`src/rtl/register_file_param.sv`:
```
`default_nettype none
// ============================================================================
//  Module      : register_file_param
//  Description : Parametrised register bank of 2**ADDR_W words of WIDTH bits.
//                One byte-masked write port, two independent read ports,
//                per-entry valid flags, synchronous bulk clear and a
//                write-to-read bypass for the registered read configuration.
//  Ports       : clk, reset (sync, active-high), clear (sync bulk clear)
//                wr_en / wr_addr / wr_data / wr_mask      write port
//                rd_en_a / rd_addr_a -> rd_data_a, rd_valid_a   read port A
//                rd_en_b / rd_addr_b -> rd_data_b, rd_valid_b   read port B
//                valid_map (per-entry valid flags), full (all entries valid)
//  Revision    : 1.0 - initial release
// ============================================================================
module register_file_param #(
    parameter int WIDTH    = 64,
    parameter int ADDR_W   = 3,
    parameter bit READ_REG = 1'b1
) (
    input  logic                    clk,
    input  logic                    reset,
    input  logic                    clear,
    input  logic                    wr_en,
    input  logic [ADDR_W-1:0]       wr_addr,
    input  logic [WIDTH-1:0]        wr_data,
    input  logic [WIDTH/8-1:0]      wr_mask,
    input  logic                    rd_en_a,
    input  logic [ADDR_W-1:0]       rd_addr_a,
    output logic [WIDTH-1:0]        rd_data_a,
    output logic                    rd_valid_a,
    input  logic                    rd_en_b,
    input  logic [ADDR_W-1:0]       rd_addr_b,
    output logic [WIDTH-1:0]        rd_data_b,
    output logic                    rd_valid_b,
    output logic [(2**ADDR_W)-1:0]  valid_map,
    output logic                    full
);

    localparam int c_DEPTH = 2**ADDR_W;
    localparam int c_BYTES = WIDTH/8;

    logic [WIDTH-1:0]   r_mem [c_DEPTH];
    logic [c_DEPTH-1:0] r_valid;
    logic               r_full;

    logic [WIDTH-1:0]   w_bitmask;
    logic [WIDTH-1:0]   w_merged;
    logic [c_DEPTH-1:0] w_valid_next;

    // Expand byte enables to a bit mask.
    always_comb begin
        w_bitmask = '0;
        for (int i = 0; i < c_BYTES; i++) begin
            w_bitmask[8*i +: 8] = {8{wr_mask[i]}};
        end
    end

    // Post-write word: new bytes where enabled, stored bytes elsewhere.
    // Invalid entries always hold zero, so a partial write to a fresh entry
    // never exposes stale data.
    assign w_merged = (r_mem[wr_addr] & ~w_bitmask) | (wr_data & w_bitmask);

    // A write marks its entry valid even with an all-zero mask.
    always_comb begin
        w_valid_next = r_valid;
        if (clear) begin
            w_valid_next = '0;
        end else if (wr_en) begin
            w_valid_next[wr_addr] = 1'b1;
        end
    end

    always_ff @(posedge clk) begin
        if (reset) begin
            for (int i = 0; i < c_DEPTH; i++) begin
                r_mem[i] <= '0;
            end
            r_valid <= '0;
            r_full  <= 1'b0;
        end else begin
            if (clear) begin
                for (int i = 0; i < c_DEPTH; i++) begin
                    r_mem[i] <= '0;
                end
            end else if (wr_en) begin
                r_mem[wr_addr] <= w_merged;
            end
            r_valid <= w_valid_next;
            r_full  <= &w_valid_next;
        end
    end

    assign valid_map = r_valid;
    assign full      = r_full;

    // Read ports gathered into arrays so both share one implementation.
    logic [ADDR_W-1:0] w_rd_addr  [2];
    logic              w_rd_en    [2];
    logic [WIDTH-1:0]  w_rd_data  [2];
    logic              w_rd_valid [2];

    assign w_rd_addr[0] = rd_addr_a;
    assign w_rd_addr[1] = rd_addr_b;
    assign w_rd_en[0]   = rd_en_a;
    assign w_rd_en[1]   = rd_en_b;

    for (genvar p = 0; p < 2; p++) begin : g_port
        logic             w_entry_valid;
        logic [WIDTH-1:0] w_entry;

        assign w_entry_valid = r_valid[w_rd_addr[p]];
        assign w_entry       = w_entry_valid ? r_mem[w_rd_addr[p]] : '0;

        if (READ_REG) begin : g_reg
            logic             w_bypass;
            logic [WIDTH-1:0] r_data;
            logic             r_vld;

            // A clear in the same cycle drops the write, so no bypass then;
            // the read returns the pre-clear contents instead.
            assign w_bypass = wr_en && !clear && (wr_addr == w_rd_addr[p]);

            always_ff @(posedge clk) begin
                if (reset) begin
                    r_data <= '0;
                    r_vld  <= 1'b0;
                end else if (w_rd_en[p]) begin
                    if (w_bypass) begin
                        r_data <= w_merged;
                        r_vld  <= 1'b1;
                    end else begin
                        r_data <= w_entry;
                        r_vld  <= w_entry_valid;
                    end
                end
            end

            assign w_rd_data[p]  = r_data;
            assign w_rd_valid[p] = r_vld;
        end else begin : g_comb
            // Strobe has no meaning for a combinational read.
            logic w_unused_rd_en;
            assign w_unused_rd_en = w_rd_en[p];

            assign w_rd_data[p]  = w_entry;
            assign w_rd_valid[p] = w_entry_valid;
        end
    end

    assign rd_data_a  = w_rd_data[0];
    assign rd_valid_a = w_rd_valid[0];
    assign rd_data_b  = w_rd_data[1];
    assign rd_valid_b = w_rd_valid[1];

endmodule
`default_nettype wire

```
`config.mk`:
```
export PLATFORM = sky130hd
export DESIGN_NAME = register_file_param
export DESIGN_NICKNAME = d
export VERILOG_FILES = /design/src/rtl/register_file_param.sv
export SDC_FILE = /design/constraint.sdc
export NUM_CORES = 1
export LEC_CHECK = 0
export ABC_AREA = 1
export CORE_ASPECT_RATIO = 0.6
export CORE_MARGIN = 3
export CORE_UTILIZATION = 36
export CTS_BUF_LIST = sky130_fd_sc_hd__clkbuf_16
export CTS_CLUSTER_SIZE = 20
export DETAILED_ROUTE_END_ITERATION = 7
export GPL_TIMING_DRIVEN = 0
export HOLD_SLACK_MARGIN = 0.12
export PLACE_DENSITY = 0.56
export REMOVE_ABC_BUFFERS = 1
export SETUP_SLACK_MARGIN = 0.1
export SYNTH_ARGS = -nofsm -noshare
export SYNTH_HDL_FRONTEND = slang
export SYNTH_SLANG_ARGS = --single-unit
```
`constraint.sdc`:
```
create_clock -name clk -period 4.7 [get_ports clk]
set_input_delay 0.705 -clock clk [delete_from_list [all_inputs] [get_ports clk]]
set_output_delay 0.705 -clock clk [all_outputs]
set_load 0.1 [all_outputs]
```
Word level (Yosys, flattened, before mapping):

Memories as Yosys holds them, arrays and structs flattened.
Index checks and enable logic that the tools add are counted.

* memories kept: 1
* bits of input ports: 87
* output and inout port bits: 139
* bits in registers: 139
* memory bits (writable): 512

* $lt $le $gt $ge: 4
* bitwise logic cells: 13
* reduce and logical (&&, ||, !) cells: 7
* eq/ne operators: 2
* multiplexer cells: 34

Memory list
* r_mem: words 8, bits a word 64, rd ports 3, clocked after memory_dff 0, write ports 8, line 42 `logic [WIDTH-1:0] r_mem [c_DEPTH];`

Operator list (number)
* $mux W64: 13
* $and A64 B64 Y64: 2
* $not A64 Y64: 1
* $or A64 B64 Y64: 1
* $reduce_or A64 Y1: 1
* $mux W8: 2
* $mux W1: 15
* $lt A3 B4 Y1 const B: 3
* $or A1 B1 Y1: 8
* $or A8 B8 Y8: 1
* $reduce_and A8 Y1: 1
* $bmux W1 S3: 2
* $eq A3 B3 Y1: 2
* $logic_and A1 B1 Y1: 4
* $demux W1 S3: 1
* $ge A3 B1 Y1 const B: 1
* $mux W3: 1
* $logic_not A1 Y1: 1

Depth between registers and ports, before layout:

* depth in word-level cells: 8
* depth in mapped cells: 15
* depth with buffers taken out: 11

Least setup slack after synthesis:

Ideal clock, no wire load.

* path kind: input port to flip-flop
* start point: in wr_addr[0]
* end point: mem r_mem[2][0], enable pin
* setup slack: 1.057 ns
* buffers on the path: 5
* stages on the path: 8
* data required time: 4.276 ns
* arrival time: 3.220 ns
* path through: buf_4 buf_2 buf_6 nor3_1 nand2_1 buf_2 buf_2 nand2_1

RTL lines
* start, declared: line 24 `input logic [ADDR_W-1:0] wr_addr,`
* end, declared: line 42

==> impl_metrics.json <==
{
  "arrival_ns": 4.95,
  "fin_area_um2": 48500,
  "port-buffer-count": 225,
  "gr-usage-all-layers_pct": 27.8,
  "postCtsSetupBuffers": 0,
  "placed_area_um2": 46400,
  "drive_above_1_share_pct": 4.71,
  "worst_slew_pin_slew_ns": 1.39,
  "grt_overflow_total": 0,
  "grt_most_used_layer": "met2",
  "power-per-cell-area_nw_per_um2": 315,
  "crit_fanout": 106,
  "gr-usage-met2_pct": 43.2,
  "cts_num_sinks": 651,
  "dr.pass1.iters": 6,
  "cts_max_level": 3,
  "dp_hpwl_um": 90900,
  "synth_top_area_share_pct": 36.1,
  "ys_ff_latch": 651,
  "final_max_slew_viol_count": 0,
  "vias": 43290,
  "cts_buffer_depth": 3,
  "clock_skew_ns": 0.0165,
  "detail_route.wl_per_cell_um": 21.7,
  "slew_headroom_pct": 7.16,
  "synth.avg_cell_area_um2": 6.45,
  "utilization_pct": 41.5,
  "yosys.area_share.simple_pct": 45.6,
  "hold_buffers": 0,
  "fin_crit_sh_pct": 98.7,
  "synth_xor_area_share_pct": 0.0206,
  "dieArea_um2": 123000,
  "ys_types": 25,
  "fp.dieH_um": 272,
  "synth-compound-area-share_pct": 1.68,
  "yosysTopAreaCell": "edfxtp_1",
  "required_ns": 5.01,
  "crit_type": "in2reg",
  "yosys_warnings": 0,
  "rows": 97,
  "wirelength_um": 177000,
  "power_uw": 15300,
  "core_um2": 117000,
  "clkLatencyLatePin_ns": 0.66,
  "worst_setup_path_end_kind": "register",
  "p_leak_uw": 0.0236,
  "drtIter0Drc": 5571,
  "hold_viol": 0,
  "synth_edf_count": 512,
  "holdPathStages": 2,
  "fmax_mhz": 216,
  "seq_area_frac_synth_pct": 42.7,
  "gp_congestion": 0.810,
  "synth.area.top_cells": "edfxtp_1 36%, nand2_1 25%, nand3_1 9.3%, nor2_1 8.2%, dfxtp_1 6.5%",
  "yosys-mux-area-fraction_pct": 0,
  "grt_pass1_vias": 40399,
  "dpl.cell_count": 8017,
  "cts_buffers": 71,
  "drc": 0,
  "worstRegToRegCells": 11,
  "start_kind": "input port",
  "nets": 6593,
  "postRouteAntennaNets": 0,
  "grt_util_met3_pct": 4.93,
  "grt_max_degree": 135,
  "use_met1_pct": 38.5,
  "viasPerCell": 5.31,
  "post-route-min-period_ns": 4.64,
  "path_clk_slew_ns": 0.06,
  "rsz0062_at_grt": "false",
  "synth_common_cells": "2886 x nand2_1, 935 x nor2_1, 787 x nand3_1",
  "timing.hold.worst.class": "reg2reg",
  "synthAdderAreaFrac_pct": 0,
  "peakVddDrop_uv": 187,
  "grt_pass1_wl_um": 260000,
  "synth.most_common_cell": "nand2_1",
  "cts_resized": 0,
  "status": "finished clean",
  "synth_top_family_by_area": "simple AND/OR/NAND/NOR gates",
  "start_util_pct": 36.4,
  "cap_violations": 0,
  "antenna_found_initial": 4,
  "root_buffer": "clkbuf_16",
  "pin_count": 226,
  "synthFlopType": "edfxtp_1",
  "cts_tree": "done",
  "syn_area_um2": 42600,
  "instances_no_fill": 8145,
  "async_reset_ff_share_pct": 0,
  "synthCells": 6595,
  "die_w_um": 450,
  "area_growth_pct": 14.0,
  "num-fill-cells": 12176,
  "setup_viol": 0
}
-- state kept, by name, indices dropped and copies added (netlist names) --
signal	count
full	1
r_mem	512
rd_valid_b	1
rd_valid_a	1
rd_data_b	64
valid_map	8
rd_data_a	64
-- cells by family after synthesis --
logic type      after synthesis
flops                       651
buf+inv                    1012
simple gates               4791
xor+xnor                      1
compound gates              140
-- path summary, 6_finish.rpt --
kind	from	end	slack, ns
max	wr_addr[0]	r_mem[3][38]	0.06
min	rd_data_b[20]	rd_data_b[20]	0.51
max reg2reg	valid_map[7]	rd_data_a[63]	2.08
min reg2reg	rd_data_b[20]	rd_data_b[20]	0.51
-- per-layer routing --
layer  routed length, µm  vias to the layer above
met2               76600                     2556
li1                    -                    20308
met3               19000                      450
met5                   0                        -
met1               74200                    19976
met4                7090                        0
-- layout make-up --
| cell class | instances | area, µm² | area share [%] |
|---|---|---|---|
| Multi-Input combinational cell | 4932 | 20300 | 41.8 |
| Sequential cell | 651 | 18200 | 37.4 |
| Timing Repair Buffer | 286 | 3840 | 7.91 |
| Inverter | 564 | 2170 | 4.47 |
| Tap cell | 1584 | 1980 | 4.09 |
| Clock buffer | 73 | 1830 | 3.77 |
| Clock inverter | 53 | 234 | 0.482 |
| Antenna cell | 2 | 5.00 | 0.0103 |
-- per-stage QoR --
step / setup TNS, ns / hold slack (ns) / setup slack (ns)
6_report: 0 / 0.507 / 0.0598
5_1_grt: 0 / 0.516 / 0.156
4_1_cts: 0 / 0.489 / 0.367
3_5_place_dp: -37.15 / 0.496 / -0.325
3_3_place_gp: - / 0.495 / -29.03
2_1_floorplan: -431.39 / 0.703 / -2.66
-- worst max-delay path, stage by stage --
cell,delay [ns]
buf_8,0.36
buf_16,0.41
buf_16,0.46
nand3_1,1.13
inv_1,0.45
nand2_1,0.22
nand2_4,0.49
buf_16,0.38
-- power breakdown --
part           switching [µW]  internal [µW]
logic                    2480            853
registers                 140           6480
clock network            2500           2850
-- placed cells by master (no fill, tap or decap), types with 20 or more instances in the layout --
cell type,netlist,routed
clkbuf_16,0,73
or2_2,64,64
buf_16,0,50
nand2_2,57,54
edfxtp_1,512,512
nand4_1,54,54
o21ai_0,115,115
inv_1,558,586
a21oi_1,20,20
nand2_1,2886,2871
dfxtp_1,139,139
clkdlybuf4s50_1,0,214
nand3_1,787,786
nor2_1,935,933
Note: power is estimated with default switching activity, not from simulation.
